--- src/rtl/instr_fetch_unit_if.sv ---
// Bus bundle for the instruction fetch unit: byte-wide instruction memory port,
// redirect request, and the instruction valid/ready handshake toward the datapath.
interface instr_fetch_unit_if;
    logic [4:0]  imem_addr;
    logic [7:0]  imem_data;
    logic        redirect;
    logic [31:0] redirect_pc;
    logic        inst_valid;
    logic        inst_ready;
    logic [31:0] inst;
    logic [31:0] inst_pc;
    logic [31:0] fetch_pc;

    modport master (
        output imem_addr, inst_valid, inst, inst_pc, fetch_pc,
        input  imem_data, redirect, redirect_pc, inst_ready
    );

    modport slave (
        input  imem_addr, inst_valid, inst, inst_pc, fetch_pc,
        output imem_data, redirect, redirect_pc, inst_ready
    );
endinterface

--- src/rtl/instr_fetch_unit.sv ---
// Byte-serial instruction fetch: assembles big-endian 32-bit words from a 32-byte memory
// into a small queue. Define IFU_PREFETCH_QUEUE_EN for a 2-entry queue (default: 1 entry).
module instr_fetch_unit #(
    parameter logic [31:0] RESET_PC = 32'h0000_0000
) (
    input  logic                clk,
    input  logic                reset,
    instr_fetch_unit_if.master  bus
);

`ifdef IFU_PREFETCH_QUEUE_EN
    localparam int DEPTH = 2;
`else
    localparam int DEPTH = 1;
`endif
    // With a single entry both pointers stay at slot 0.
    localparam logic       PTR_STEP  = (DEPTH > 1);
    localparam logic [1:0] DEPTH_CNT = 2'(DEPTH);

    logic [31:0] fetch_pc_reg, fetch_pc_next;
    logic [1:0]  k_reg, k_next;
    logic [31:8] asm_reg, asm_next;
    logic [1:0]  count_reg, count_next;
    logic        rd_ptr_reg, rd_ptr_next;
    logic        wr_ptr_reg, wr_ptr_next;

    logic [31:0] slot_data [2];
    logic [31:0] slot_pc   [2];
    logic        full;
    logic        pop;
    logic        push;
    logic [31:0] word;

    assign full = (count_reg == DEPTH_CNT);
    assign pop  = (count_reg != 2'd0) && bus.inst_ready;
    // A full queue still accepts the word when the head leaves in the same cycle.
    assign push = (k_reg == 2'd3) && (!full || pop);
    assign word = {asm_reg, bus.imem_data};

    always_comb begin
        fetch_pc_next = fetch_pc_reg;
        k_next        = k_reg;
        asm_next      = asm_reg;
        count_next    = count_reg;
        rd_ptr_next   = rd_ptr_reg;
        wr_ptr_next   = wr_ptr_reg;
        if (bus.redirect) begin
            fetch_pc_next = bus.redirect_pc & ~32'h0000_0003;
            k_next        = 2'd0;
            asm_next      = '0;
            count_next    = 2'd0;
            rd_ptr_next   = 1'b0;
            wr_ptr_next   = 1'b0;
        end else begin
            if (push) begin
                fetch_pc_next = fetch_pc_reg + 32'd4;
                k_next        = 2'd0;
                wr_ptr_next   = wr_ptr_reg ^ PTR_STEP;
            end else if (k_reg != 2'd3) begin
                k_next = k_reg + 2'd1;
                case (k_reg)
                    2'd0:    asm_next[31:24] = bus.imem_data;
                    2'd1:    asm_next[23:16] = bus.imem_data;
                    default: asm_next[15:8]  = bus.imem_data;
                endcase
            end
            if (pop) begin
                rd_ptr_next = rd_ptr_reg ^ PTR_STEP;
            end
            case ({push, pop})
                2'b10:   count_next = count_reg + 2'd1;
                2'b01:   count_next = count_reg - 2'd1;
                default: count_next = count_reg;
            endcase
        end
    end

    always_ff @(posedge clk) begin
        if (reset) begin
            fetch_pc_reg <= RESET_PC;
            k_reg        <= 2'd0;
            asm_reg      <= '0;
            count_reg    <= 2'd0;
            rd_ptr_reg   <= 1'b0;
            wr_ptr_reg   <= 1'b0;
        end else begin
            fetch_pc_reg <= fetch_pc_next;
            k_reg        <= k_next;
            asm_reg      <= asm_next;
            count_reg    <= count_next;
            rd_ptr_reg   <= rd_ptr_next;
            wr_ptr_reg   <= wr_ptr_next;
        end
    end

    // Queue slots; stale contents are masked off by the count, so no reset is needed.
    for (genvar gi = 0; gi < 2; gi++) begin : g_slot
        logic [31:0] data_reg;
        logic [31:0] pc_reg;
        logic        wr_en;

        assign wr_en = !reset && !bus.redirect && push && (wr_ptr_reg == 1'(gi));

        always_ff @(posedge clk) begin
            if (wr_en) begin
                data_reg <= word;
                pc_reg   <= fetch_pc_reg;
            end
        end

        assign slot_data[gi] = data_reg;
        assign slot_pc[gi]   = pc_reg;
    end

    assign bus.imem_addr  = fetch_pc_reg[4:0] + {3'b000, k_reg};
    assign bus.inst_valid = (count_reg != 2'd0);
    assign bus.inst       = bus.inst_valid ? slot_data[rd_ptr_reg] : 32'h0;
    assign bus.inst_pc    = bus.inst_valid ? slot_pc[rd_ptr_reg]   : 32'h0;
    assign bus.fetch_pc   = fetch_pc_reg;

endmodule

--- src/flat_wrapper.sv ---
// flat-port wrapper written by rule: the top's interface ports become plain ports
module instr_fetch_unit_flat 
#(
    parameter logic [31:0] RESET_PC = 32'h0000_0000
)
  (clk, reset, bus_imem_addr, bus_inst_valid, bus_inst, bus_inst_pc, bus_fetch_pc, bus_imem_data, bus_redirect, bus_redirect_pc, bus_inst_ready);
  instr_fetch_unit_if bus_i ();
  input  logic clk;
  input  logic reset;
  output wire logic [$bits(bus_i.imem_addr)-1:0] bus_imem_addr;
  output wire logic [$bits(bus_i.inst_valid)-1:0] bus_inst_valid;
  output wire logic [$bits(bus_i.inst)-1:0] bus_inst;
  output wire logic [$bits(bus_i.inst_pc)-1:0] bus_inst_pc;
  output wire logic [$bits(bus_i.fetch_pc)-1:0] bus_fetch_pc;
  input wire logic [$bits(bus_i.imem_data)-1:0] bus_imem_data;
  input wire logic [$bits(bus_i.redirect)-1:0] bus_redirect;
  input wire logic [$bits(bus_i.redirect_pc)-1:0] bus_redirect_pc;
  input wire logic [$bits(bus_i.inst_ready)-1:0] bus_inst_ready;
  assign bus_imem_addr = bus_i.imem_addr;
  assign bus_inst_valid = bus_i.inst_valid;
  assign bus_inst = bus_i.inst;
  assign bus_inst_pc = bus_i.inst_pc;
  assign bus_fetch_pc = bus_i.fetch_pc;
  assign bus_i.imem_data = bus_imem_data;
  assign bus_i.redirect = bus_redirect;
  assign bus_i.redirect_pc = bus_redirect_pc;
  assign bus_i.inst_ready = bus_inst_ready;
  instr_fetch_unit #(.RESET_PC(RESET_PC)) u_core (.clk(clk), .reset(reset), .bus(bus_i));
endmodule
--- config.mk ---
export PLATFORM = sky130hd
export DESIGN_NAME = instr_fetch_unit_flat
export DESIGN_NICKNAME = d
export VERILOG_FILES = /design/src/rtl/instr_fetch_unit_if.sv /design/src/rtl/instr_fetch_unit.sv /design/src/flat_wrapper.sv
export SDC_FILE = /design/constraint.sdc
export NUM_CORES = 1
export LEC_CHECK = 0
export CAP_MARGIN = 40
export CORE_ASPECT_RATIO = 0.75
export CORE_MARGIN = 2
export CORE_UTILIZATION = 30
export DETAILED_ROUTE_END_ITERATION = 8
export PLACE_DENSITY_LB_ADDON = 0.08
export RECOVER_POWER = 100
export SYNTH_ARGS = -nofsm -noshare
export SYNTH_HDL_FRONTEND = slang
export SYNTH_SLANG_ARGS = --single-unit
--- constraint.sdc ---
create_clock -name clk -period 13.7 [get_ports clk]
set_clock_uncertainty 0.15 [all_clocks]
set_input_delay 1.37 -clock clk [delete_from_list [all_inputs] [get_ports clk]]
set_output_delay 1.37 -clock clk [all_outputs]
set_load 0.05 [all_outputs]
* Word-level counts from Yosys, hierarchy flattened
Index checks and enable logic that the tools add are counted.
Storage, ports and cells: input port bits 44, register bits after elaboration 124, output and inout port bits 102, logic and storage cells 45
Cells by class: bitwise operators 2, equality and inequality tests 6, $add $sub $neg 5, reductions and logical operators 18, mux-type cells 5
Operators by type and width (count):
- 32-bit 2-to-1 mux | 4
- 32-bit by 3-bit adder with 32-bit output (second input constant) | 1
- 3-bit AND reduction | 3
- 2-bit by 1-bit == test with 1-bit output (second input constant) | 3
- 2-bit nonzero test | 3
- 5-bit by 2-bit adder with 5-bit output | 1
- 2-bit by 1-bit adder with 2-bit output (second input constant) | 2
- 2-bit == test (second input constant) | 2
- 1-bit logical AND | 4
- 2-bit one-hot mux with 2 select lines | 1
- 2-bit OR reduction | 2
- 1-bit logical NOT | 3
- 3-bit OR reduction | 1
- 2-bit logical NOT | 1
- 2-bit inequality test (second input constant) | 1
- 1-bit inverter | 2
- 2-bit by 1-bit subtractor with 2-bit output (second input constant) | 1
- 1-bit logical OR | 1

* Depth between registers and ports, before layout
Gate-level depths: netlist of the first run.
depth in word-level cells 6, depth in mapped cells 8, depth with buffers taken out 6

* Worst setup path after synthesis of the first run
Ideal clock, no wire load.
kind in2reg, start point in bus_redirect, end point reg u_core.g_slot[0].data_reg[0] (enable), library setup time 0.482 ns, stages on the path 4, arrival time 4.684 ns, path buffers 2, setup slack 8.383 ns, required time 13.068 ns, path through or2_2 > clkbuf_1 > clkbuf_1 > nor2_1
On the way: cells in the longest elaborated chain, start to end 3
RTL lines:
- start: declaration | RTL line flat_wrapper.sv:16 | input wire logic [$bits(bus_i.redirect)-1:0] bus_redirect;
- 1-bit logical NOT | RTL line instr_fetch_unit.sv:102 | assign wr_en = !reset && !bus.redirect && push && (wr_ptr_reg == 1'(gi));
- 1-bit logical AND (2 in a row) | RTL line instr_fetch_unit.sv:102
- net u_core.g_slot[0].wr_en | RTL line instr_fetch_unit.sv:100 | logic wr_en;
- end signal: assignment | RTL line instr_fetch_unit.sv:106 | data_reg <= word;
- end: declaration | RTL line instr_fetch_unit.sv:98 | logic [31:0] data_reg;
The timed path passes the listed nets, and every way through them passes these cells. A chain may end at the register's enable or synchronous reset.

* Worst setup path after layout of the first run
start point in reset, end point reg u_core.g_slot[0].data_reg[13] (enable)
On the way: cells in the longest elaborated chain, start to end 3
RTL lines:
- start: declaration | RTL line flat_wrapper.sv:9 | input logic reset;
- 1-bit logical NOT | RTL line instr_fetch_unit.sv:102
- 1-bit logical AND (2 in a row) | RTL line instr_fetch_unit.sv:102
- net u_core.g_slot[0].wr_en | RTL line instr_fetch_unit.sv:100
The timed path passes the listed nets, and every way through them passes these cells.

==> results.yml, run 1 <==
worst_setup_path:
  critPathLaunchType: "input port"
  r2r_cells: 7
  cpMostUsedCell: "clkbuf_1"
  end_kind: "flop"
  path_depth: 5
  crit_type: "in -> reg"
  crit_buf_inv: 3
  required_ns: 13.53
  crit_slowest_cell: "clkbuf_1"
  crit_chain: "dlygate4sd3_1, clkbuf_1, or2_0, nor2_1, clkbuf_1"
  cp_max_fo: 42
  crit_family: "buffers and inverters"
  cp_slowest_stage_delay_ns: 1.86
  worstPathArrival_ns: 7.30
finish:
  num-nets-final: 680
  final_cells: 884
  drive_gt1_share_pct: 6.70
  largest_reg_flops: 32
  syn_to_final_growth_pct: 39.7
  diodes: 0
  fillers: 1692
  final_util_pct: 42.9
outcome:
  violations: "capacitance limit, slew limit"
  run_status: "finished, violations left"
place:
  place_hpwl_um: 9710
  portBuffers: 139
  dp.cells: 852
  gp_congestion: 0.723
  pre_cts_slack_ns: 9.20
logic_synthesis:
  synth_edf_count: 62
  netlist_area_um2: 5440
  synth_cells: 502
  synth_seq_area_share_pct: 55.6
  synthFlopType: "edfxtp_1"
  synth_area_leader_cell: "edfxtp_1"
  synthTopCellsByArea: "edfxtp_1 34%, dfxtp_1 21%, nor2b_1 7.5%"
  synth_warnings: 0
  synth_cell_type_count: 57
  synth_top_cell_area_share_pct: 34.2
  ys_ff_latch: 120
  async_flop_share_pct: 0
  syn_avg_cell_area_um2: 10.8
timing:
  finalWorstPathRequiredPeriod_ns: 7.47
  rsz0062_at_grt: "false"
  min_period_over_period_pct: 54.5
  max_slew_margin_pct: -65.3
  setup_violations: 0
  hold_viol: 0
  slew_viol_final: 189
  max_freq_ghz: 0.134
  tightest_slew_ns: 2.48
  fin_tns_setup_ns: 0
  fin_ws_ns: 6.23
global_routing:
  grt_use_met1_pct: 21.0
  grt_pass1_wl_um: 22800
  gr-usage-met2_pct: 23.5
  grt_antenna_before_repair: 0
  grt-busiest-layer: "met2"
  grt_max_degree: 51
  grt_pass1_vias: 4110
  use_met3_pct: 4.49
  grtUsageTotal_pct: 15.4
  overflow: 0
pwr:
  combinationalPowerShare_pct: 9.8
  irDropWorstVdd_v: 0.0000697
  cellLeakagePower_nw: 2.82
  power-per-cell-area_nw_per_um2: 125
  power.internal_mw: 0.713
  switching_share_pct: 25.2
  power.switching_mw: 0.240
  p_seq_share_pct: 42.0
  power.share.clock_pct: 48.2
drt:
  num_vias: 4242
  routedWlPerCell_um: 16.2
  wl_um: 14300
  drt_first_iter_violations: 275
  drc: 0
  drtPass1Iterations: 4
  vias_per_cell: 4.80
  antenna_left: 0
clock_network:
  cts_resized: 0
  cts_setup_buffers: 0
  clk_latency_ns: 0.41
  path_clk_slew_ns: 0.06
  cts.path.max_buffers: 2
  h-tree-depth: 4
  cts_tree: "yes"
  cts_buffers: 17
  clockRootBuffer: "clkbuf_16"
  cts_sinks: 120
  hold_buffers: 0
floorplanning:
  io-pin-count: 146
  dieArea_um2: 19200
  core_area_um2: 17700
  initial_core_util_pct: 30.7
  die_w_um: 159
  rows: 42
  die_y_um: 121
hold_path:
  min_path_type: "reg -> reg"
  hold_path_depth: 0
run:
  maxCapViolCount: 5
[layer usage]
metal  vias to the layer above  part of all wire (%)
met5                         -                     0
met4                         0                   1.1
met3                        12                   5.3
met2                       116                    46
met1                      2062                    48
li1                       2052                     -
[cell type report]
type                    count  area, um^2  share of cell area (%)
flip-flops and latches    120        3020                    39.8
multi-input cells         331        2160                    28.5
repair buffers            144        1440                    18.9
clock buffers              18         439                    5.78
well taps                 242         303                    3.99
clock inverters            14         173                    2.27
inverters                  15        56.3                   0.741
[per-stage QoR]
step | hold WS, ns | instance area (um^2) | power, mW
2_1_floorplan | 0.258 | 5450 | 0.465
3_3_place_gp | 0.262 | 6980 | 0.504
3_5_place_dp | 0.264 | 7000 | 0.506
4_1_cts | 0.278 | 7620 | 0.969
5_1_grt | 0.292 | 7590 | 0.988
6_report | 0.277 | 7590 | 0.953
[power by group through the flow]
stage,Clock (mW),Combinational [mW],Sequential [mW]
4_1_cts,0.470,0.0984,0.400
5_1_grt,0.486,0.100,0.402
3_5_place_dp,0,0.0980,0.408
6_report,0.459,0.0934,0.400
3_3_place_gp,0,0.0966,0.407
2_1_floorplan,0,0.0383,0.427
[kinds of logic (layout without fill, tap and decap cells)]
group           Yosys count  after routing  share of synthesized area, %
simple gates            214            214                          21.6
flops                   120            120                          55.6
compound gates           70             70                          9.94
buf+inv                  54            191                          4.81
mux                      25             25                          4.60
xor+xnor                 11             11                          1.77
fa+ha+maj                 7              7                          1.61
other cells               1              4                        0.0690
[placed cells by master (no fill, tap or decap), types with 5 or more instances in the layout]
| master | synthesis | layout |
|---|---|---|
| and4_1 | 7 | 7 |
| xnor2_1 | 10 | 10 |
| inv_1 | 14 | 14 |
| nand2_1 | 21 | 21 |
| nor3b_1 | 8 | 8 |
| dlygate4sd3_1 | 0 | 107 |
| ha_1 | 7 | 6 |
| edfxtp_1 | 62 | 62 |
| o21ai_0 | 13 | 13 |
| a311oi_1 | 7 | 7 |
| nand3_1 | 18 | 18 |
| a211oi_1 | 15 | 15 |
| or4_1 | 5 | 5 |
| clkdlybuf4s50_1 | 0 | 32 |
| nor2b_1 | 65 | 65 |
| nor2_1 | 56 | 56 |
| nand4_1 | 7 | 7 |
| a2111oi_0 | 6 | 9 |
| clkbuf_16 | 0 | 17 |
| a21oi_1 | 8 | 8 |
| mux2i_1 | 25 | 25 |
| clkinvlp_4 | 0 | 5 |
| dfxtp_1 | 58 | 58 |
| nor3_1 | 5 | 5 |
[synthesized netlist by cell type (2+ instances only)]
library cell	number
xnor2_1	10
o211ai_1	2
a2111oi_1	3
a211oi_1	15
inv_1	14
nand3_1	18
dfxtp_1	58
a311oi_1	7
a2111o_1	3
buf_6	3
nor4_1	2
and4_1	7
mux2i_1	25
buf_2	2
nand2_1	21
nor3_1	5
o21ai_0	13
edfxtp_1	62
buf_4	8
clkbuf_1	19
or4_1	5
and3_1	2
nand4_1	7
nor4b_1	2
ha_1	7
a21oi_1	8
nor2_1	56
buf_1	6
nor2b_1	65
or3_2	3
nor3b_1	8
a2111oi_0	6
or3_1	4
and2_2	2
o31ai_1	2
[final timing paths]
check	from	slack [ns]	endpoint
min reg2reg	u_core.asm_reg[21]	0.28	u_core.g_slot[0].data_reg[21]
min	u_core.asm_reg[21]	0.28	u_core.g_slot[0].data_reg[21]
max	reset	6.23	u_core.g_slot[0].data_reg[13]
max reg2reg	u_core.count_reg[0]	7.61	u_core.g_slot[0].data_reg[13]
(Power assumes the default switching activity.)
==> run 2, diff against run 1 <==
clock period = 6.4 ns   (was 13.7 ns; I/O delays follow)
==> results.yml, run 2 (same netlist as run 1, synthesis figures left out) <==
clock_network:
  cts_setup_buffers: 0
  cts_tree: "yes"
  cts_sinks: 120
  cts_resized: 0
  clockRootBuffer: "clkbuf_16"
  h-tree-depth: 4
  cts_buffers: 17
  cts.path.max_buffers: 2
  hold_buffers: 0
  path_clk_slew_ns: 0.06
  clk_latency_ns: 0.42
worst_setup_path:
  end_kind: "flop"
  path_depth: 5
  crit_slowest_cell: "or2_0"
  cp_max_fo: 42
  worstPathArrival_ns: 4.21
  crit_chain: "dlygate4sd3_1, buf_4, or2_0, nor2_1, buf_4"
  cpMostUsedCell: "buf_4"
  critPathLaunchType: "input port"
  cp-startpoint: "reset"
  critPathCapture: "u_core.g_slot[0].data_reg[14]"
  crit_buf_inv: 3
  cp_slowest_stage_delay_ns: 1.41
  r2r_cells: 7
  reg2reg_slack_ns: 2.44
  rr_endpoint: "u_core.bus.fetch_pc[19]"
  crit_type: "in -> reg"
  crit_family: "simple AND/OR/NAND/NOR gates"
  rr_startpoint: "u_core.count_reg[0]"
  required_ns: 6.38
drt:
  num_vias: 4181
  drc: 0
  wl_um: 14200
  drtPass1Iterations: 5
  drt_first_iter_violations: 222
  routedWlPerCell_um: 16.0
  vias_per_cell: 4.72
  antenna_left: 0
timing:
  fin_ws_ns: 2.18
  max_freq_ghz: 0.237
  max_slew_margin_pct: -35.8
  tightest_slew_ns: 1.99
  min_period_over_period_pct: 66.0
  finalWorstPathRequiredPeriod_ns: 4.22
  slew_viol_final: 36
  setup_violations: 0
  holdWs_ns: 0.278
  rsz0062_at_grt: "false"
  hold_viol: 0
  fin_tns_setup_ns: 0
finish:
  largest_reg_flops: 32
  diodes: 0
  drive_gt1_share_pct: 6.69
  final_cell_mix: "107 x dlygate4sd3_1, 65 x nor2b_1, 62 x edfxtp_1, 58 x dfxtp_1, 56 x nor2_1"
  num-nets-final: 681
  final_util_pct: 43.0
  syn_to_final_growth_pct: 40.1
  final_cells: 885
  final_common_cell: "dlygate4sd3_1"
  postLayoutCellArea_um2: 7620
global_routing:
  grtUsageTotal_pct: 15.3
  grt_antenna_before_repair: 0
  grt-busiest-layer: "met2"
  grt_use_met1_pct: 21.1
  grt_pass1_vias: 4060
  grt_pass1_wl_um: 22400
  gr-usage-met2_pct: 23.0
  overflow: 0
  grt_max_degree: 65
  use_met3_pct: 4.63
pwr:
  p_seq_share_pct: 41.1
  power.share.clock_pct: 49.4
  power-per-cell-area_nw_per_um2: 274
  power.switching_mw: 0.501
  combinationalPowerShare_pct: 9.5
  switching_share_pct: 24.0
  irDropWorstVdd_v: 0.000151
  power.internal_mw: 1.58
  cellLeakagePower_nw: 2.86
  power_mw: 2.09
place:
  dp.cells: 853
  gp_congestion: 0.741
  pre_cts_slack_ns: 3.06
  place_area_um2: 7010
  portBuffers: 139
  place_hpwl_um: 9770
hold_path:
  min_path_type: "reg -> reg"
floorplanning:
  rows: 42
  die_y_um: 121
  core_area_um2: 17700
  dieArea_um2: 19200
  initial_core_util_pct: 30.7
  die_w_um: 159
  io-pin-count: 146
run:
  maxCapViolCount: 2
outcome:
  run_status: "finished, violations left"
  violations: "capacitance limit, slew limit"
==> run 2: changes by cell type in the layout (fill, tap and decap cells not counted), moves of 2 or more <==
cell	change
clkinvlp_4	-3
clkbuf_8	+2
clkinv_4	-2
clkbuf_1	-2
buf_4	+3
==> run 2: area by class of cell <==
cell class	count	area, um^2
sequential	120	3020
fill	1735	10100
timing repair buffer	145	1460
clock buffer	21	470
inverter	15	56.3
multi-input combinational	331	2140
clock inverter	11	168
tap	242	303
==> run 2: layer usage <==
metal / part of all wire, % / wire, um
met2: 46 / 6550
met3: 5.1 / 721
met4: 0.43 / 61
met1: 48 / 6850
met5: 0 / 0
==> run 2: power groups by stage <==
stage	clock network (mW)	logic, mW	registers (mW)
after global routing	1.09	0.213	0.861
after global placement	0	0.206	0.872
after CTS	1.05	0.209	0.857
final	1.03	0.199	0.857
after floorplan	0	0.0821	0.914
after detailed placement	0	0.209	0.873
==> run 2: how the worst min path moves through the flow <==
stage                        from                             to  slack [ns]  cells after the start
2_1_floorplan  u_core.asm_reg[10]  u_core.g_slot[0].data_reg[10]        0.26                      0
6_report       u_core.asm_reg[17]  u_core.g_slot[0].data_reg[17]        0.28                      0
3_5_place_dp   u_core.asm_reg[28]  u_core.g_slot[0].data_reg[28]        0.26                      0
5_1_grt        u_core.asm_reg[15]  u_core.g_slot[0].data_reg[15]        0.28                      0
3_3_place_gp   u_core.asm_reg[17]  u_core.g_slot[0].data_reg[17]        0.26                      0
4_1_cts        u_core.asm_reg[21]  u_core.g_slot[0].data_reg[21]        0.28                      0
==> run 3, diff against run 2 <==
clock period = 3.4 ns   (was 6.4 ns; I/O delays follow)
==> results.yml, run 3 (same netlist as run 1, synthesis figures left out) <==
outcome:
  run_status: "completed"
drt:
  vias_per_cell: 4.68
  num_vias: 4161
  drt_first_iter_violations: 218
  wl_um: 14300
  antenna_left: 0
  routedWlPerCell_um: 16.1
  drtPass1Iterations: 5
  drc: 0
global_routing:
  grtUsageTotal_pct: 15.4
  grt_pass1_wl_um: 22800
  grt_pass1_vias: 4089
  grt_antenna_before_repair: 0
  grt_max_degree: 49
  overflow: 0
clock_network:
  cts_tree: "yes"
  hold_buffers: 0
  cts_buffers: 17
  cts.path.max_buffers: 2
  h-tree-depth: 4
  clockRootBuffer: "clkbuf_16"
  cts_setup_buffers: 0
  cts_resized: 0
  clk_latency_ns: 0.41
  path_clk_slew_ns: 0.06
  cts_sinks: 120
finish:
  syn_to_final_growth_pct: 40.3
  largest_reg_flops: 32
  drive_gt1_share_pct: 7.26
  num-nets-final: 685
  postLayoutCellArea_um2: 7630
  diodes: 0
  final_common_cell: "dlygate4sd3_1"
  final_cell_mix: "106 x dlygate4sd3_1, 65 x nor2b_1, 62 x edfxtp_1, 58 x dfxtp_1, 56 x nor2_1"
pwr:
  power_mw: 3.85
  power-per-cell-area_nw_per_um2: 505
  irDropWorstVdd_v: 0.000292
  cellLeakagePower_nw: 2.87
worst_setup_path:
  rr_endpoint: "u_core.bus.fetch_pc[19]"
  path_depth: 5
  reg2reg_slack_ns: 0.42
  cp_slowest_stage_delay_ns: 0.89
  r2r_cells: 7
  worstPathArrival_ns: 2.49
  crit_type: "reg -> out"
  end_kind: "output pin"
  crit_chain: "inv_1, ha_2, buf_12, nor2b_1, dlygate4sd3_1"
  crit_buf_inv: 3
  critPathCapture: "bus_inst_pc[27]"
  rr_startpoint: "u_core.count_reg[0]"
  required_ns: 2.91
  crit_slowest_cell: "dlygate4sd3_1"
  cp-startpoint: "u_core.count_reg[0]"
  critPathLaunchType: "flop"
  cp_max_fo: 48
  crit_family: "buffers and inverters"
hold_path:
  min_path_type: "reg -> reg"
  hold_start: "u_core.asm_reg[26]"
run:
  maxCapViolCount: 0
floorplanning:
  rows: 42
  initial_core_util_pct: 30.7
  io-pin-count: 146
  die_y_um: 121
  die_w_um: 159
  dieArea_um2: 19200
  core_area_um2: 17700
timing:
  slew_viol_final: 0
  max_slew_margin_pct: 26.1
  min_period_over_period_pct: 87.7
  finalWorstPathRequiredPeriod_ns: 2.98
  fin_ws_ns: 0.419
  max_freq_ghz: 0.335
  fin_tns_setup_ns: 0
  hold_viol: 0
  rsz0062_at_grt: "false"
  holdWs_ns: 0.278
  tightest_slew_ns: 1.10
  setup_violations: 0
place:
  place_hpwl_um: 10000
  place_area_um2: 7050
  gp_congestion: 0.753
  pre_cts_slack_ns: 0.837
  portBuffers: 139
## run 3: how the worst min path moves through the flow
stage	endpoint	slack [ns]	depth (start not counted)
finish	u_core.g_slot[0].data_reg[26]	0.28	0
global route	u_core.g_slot[0].data_reg[22]	0.28	0
CTS	u_core.g_slot[0].data_reg[26]	0.28	0
detailed placement	u_core.g_slot[0].data_reg[14]	0.27	0
global placement	u_core.g_slot[0].data_reg[20]	0.26	0
floorplan	u_core.g_slot[0].data_reg[10]	0.26	0
## run 3: layer usage
| layer | wire length, um | track usage, % | part of all wire (%) | vias up |
|---|---|---|---|---|
| li1 | - | - | - | 2069 |
| met3 | 677 | 4.25 | 4.7 | 15 |
| met5 | 0 | 0 | 0 | - |
| met1 | 7120 | 21.7 | 50 | 1979 |
| met4 | 150 | 4.77 | 1.0 | 0 |
| met2 | 6400 | 23.2 | 45 | 98 |
## run 3: area by class of cell
type	count	area, um^2
Fill cell	1746	10100
Sequential cell	120	3020
Multi-Input combinational cell	331	2150
Timing Repair Buffer	149	1490
Clock buffer	18	429
Tap cell	242	303
Clock inverter	14	181
Inverter	15	56.3
## run 3: through the flow
step	util (%)	cells
2_1_floorplan	-	505
3_3_place_gp	39.8	857
3_5_place_dp	39.8	857
4_1_cts	43.2	889
5_1_grt	43.1	889
6_report	43.1	889
## run 3: where the power goes
part,switching (mW),internal [mW],leakage [nW]
combinational,0.237,0.141,1.49
sequential,0.0538,1.56,1.09
clock,0.648,1.22,0.298
total,0.939,2.92,2.87
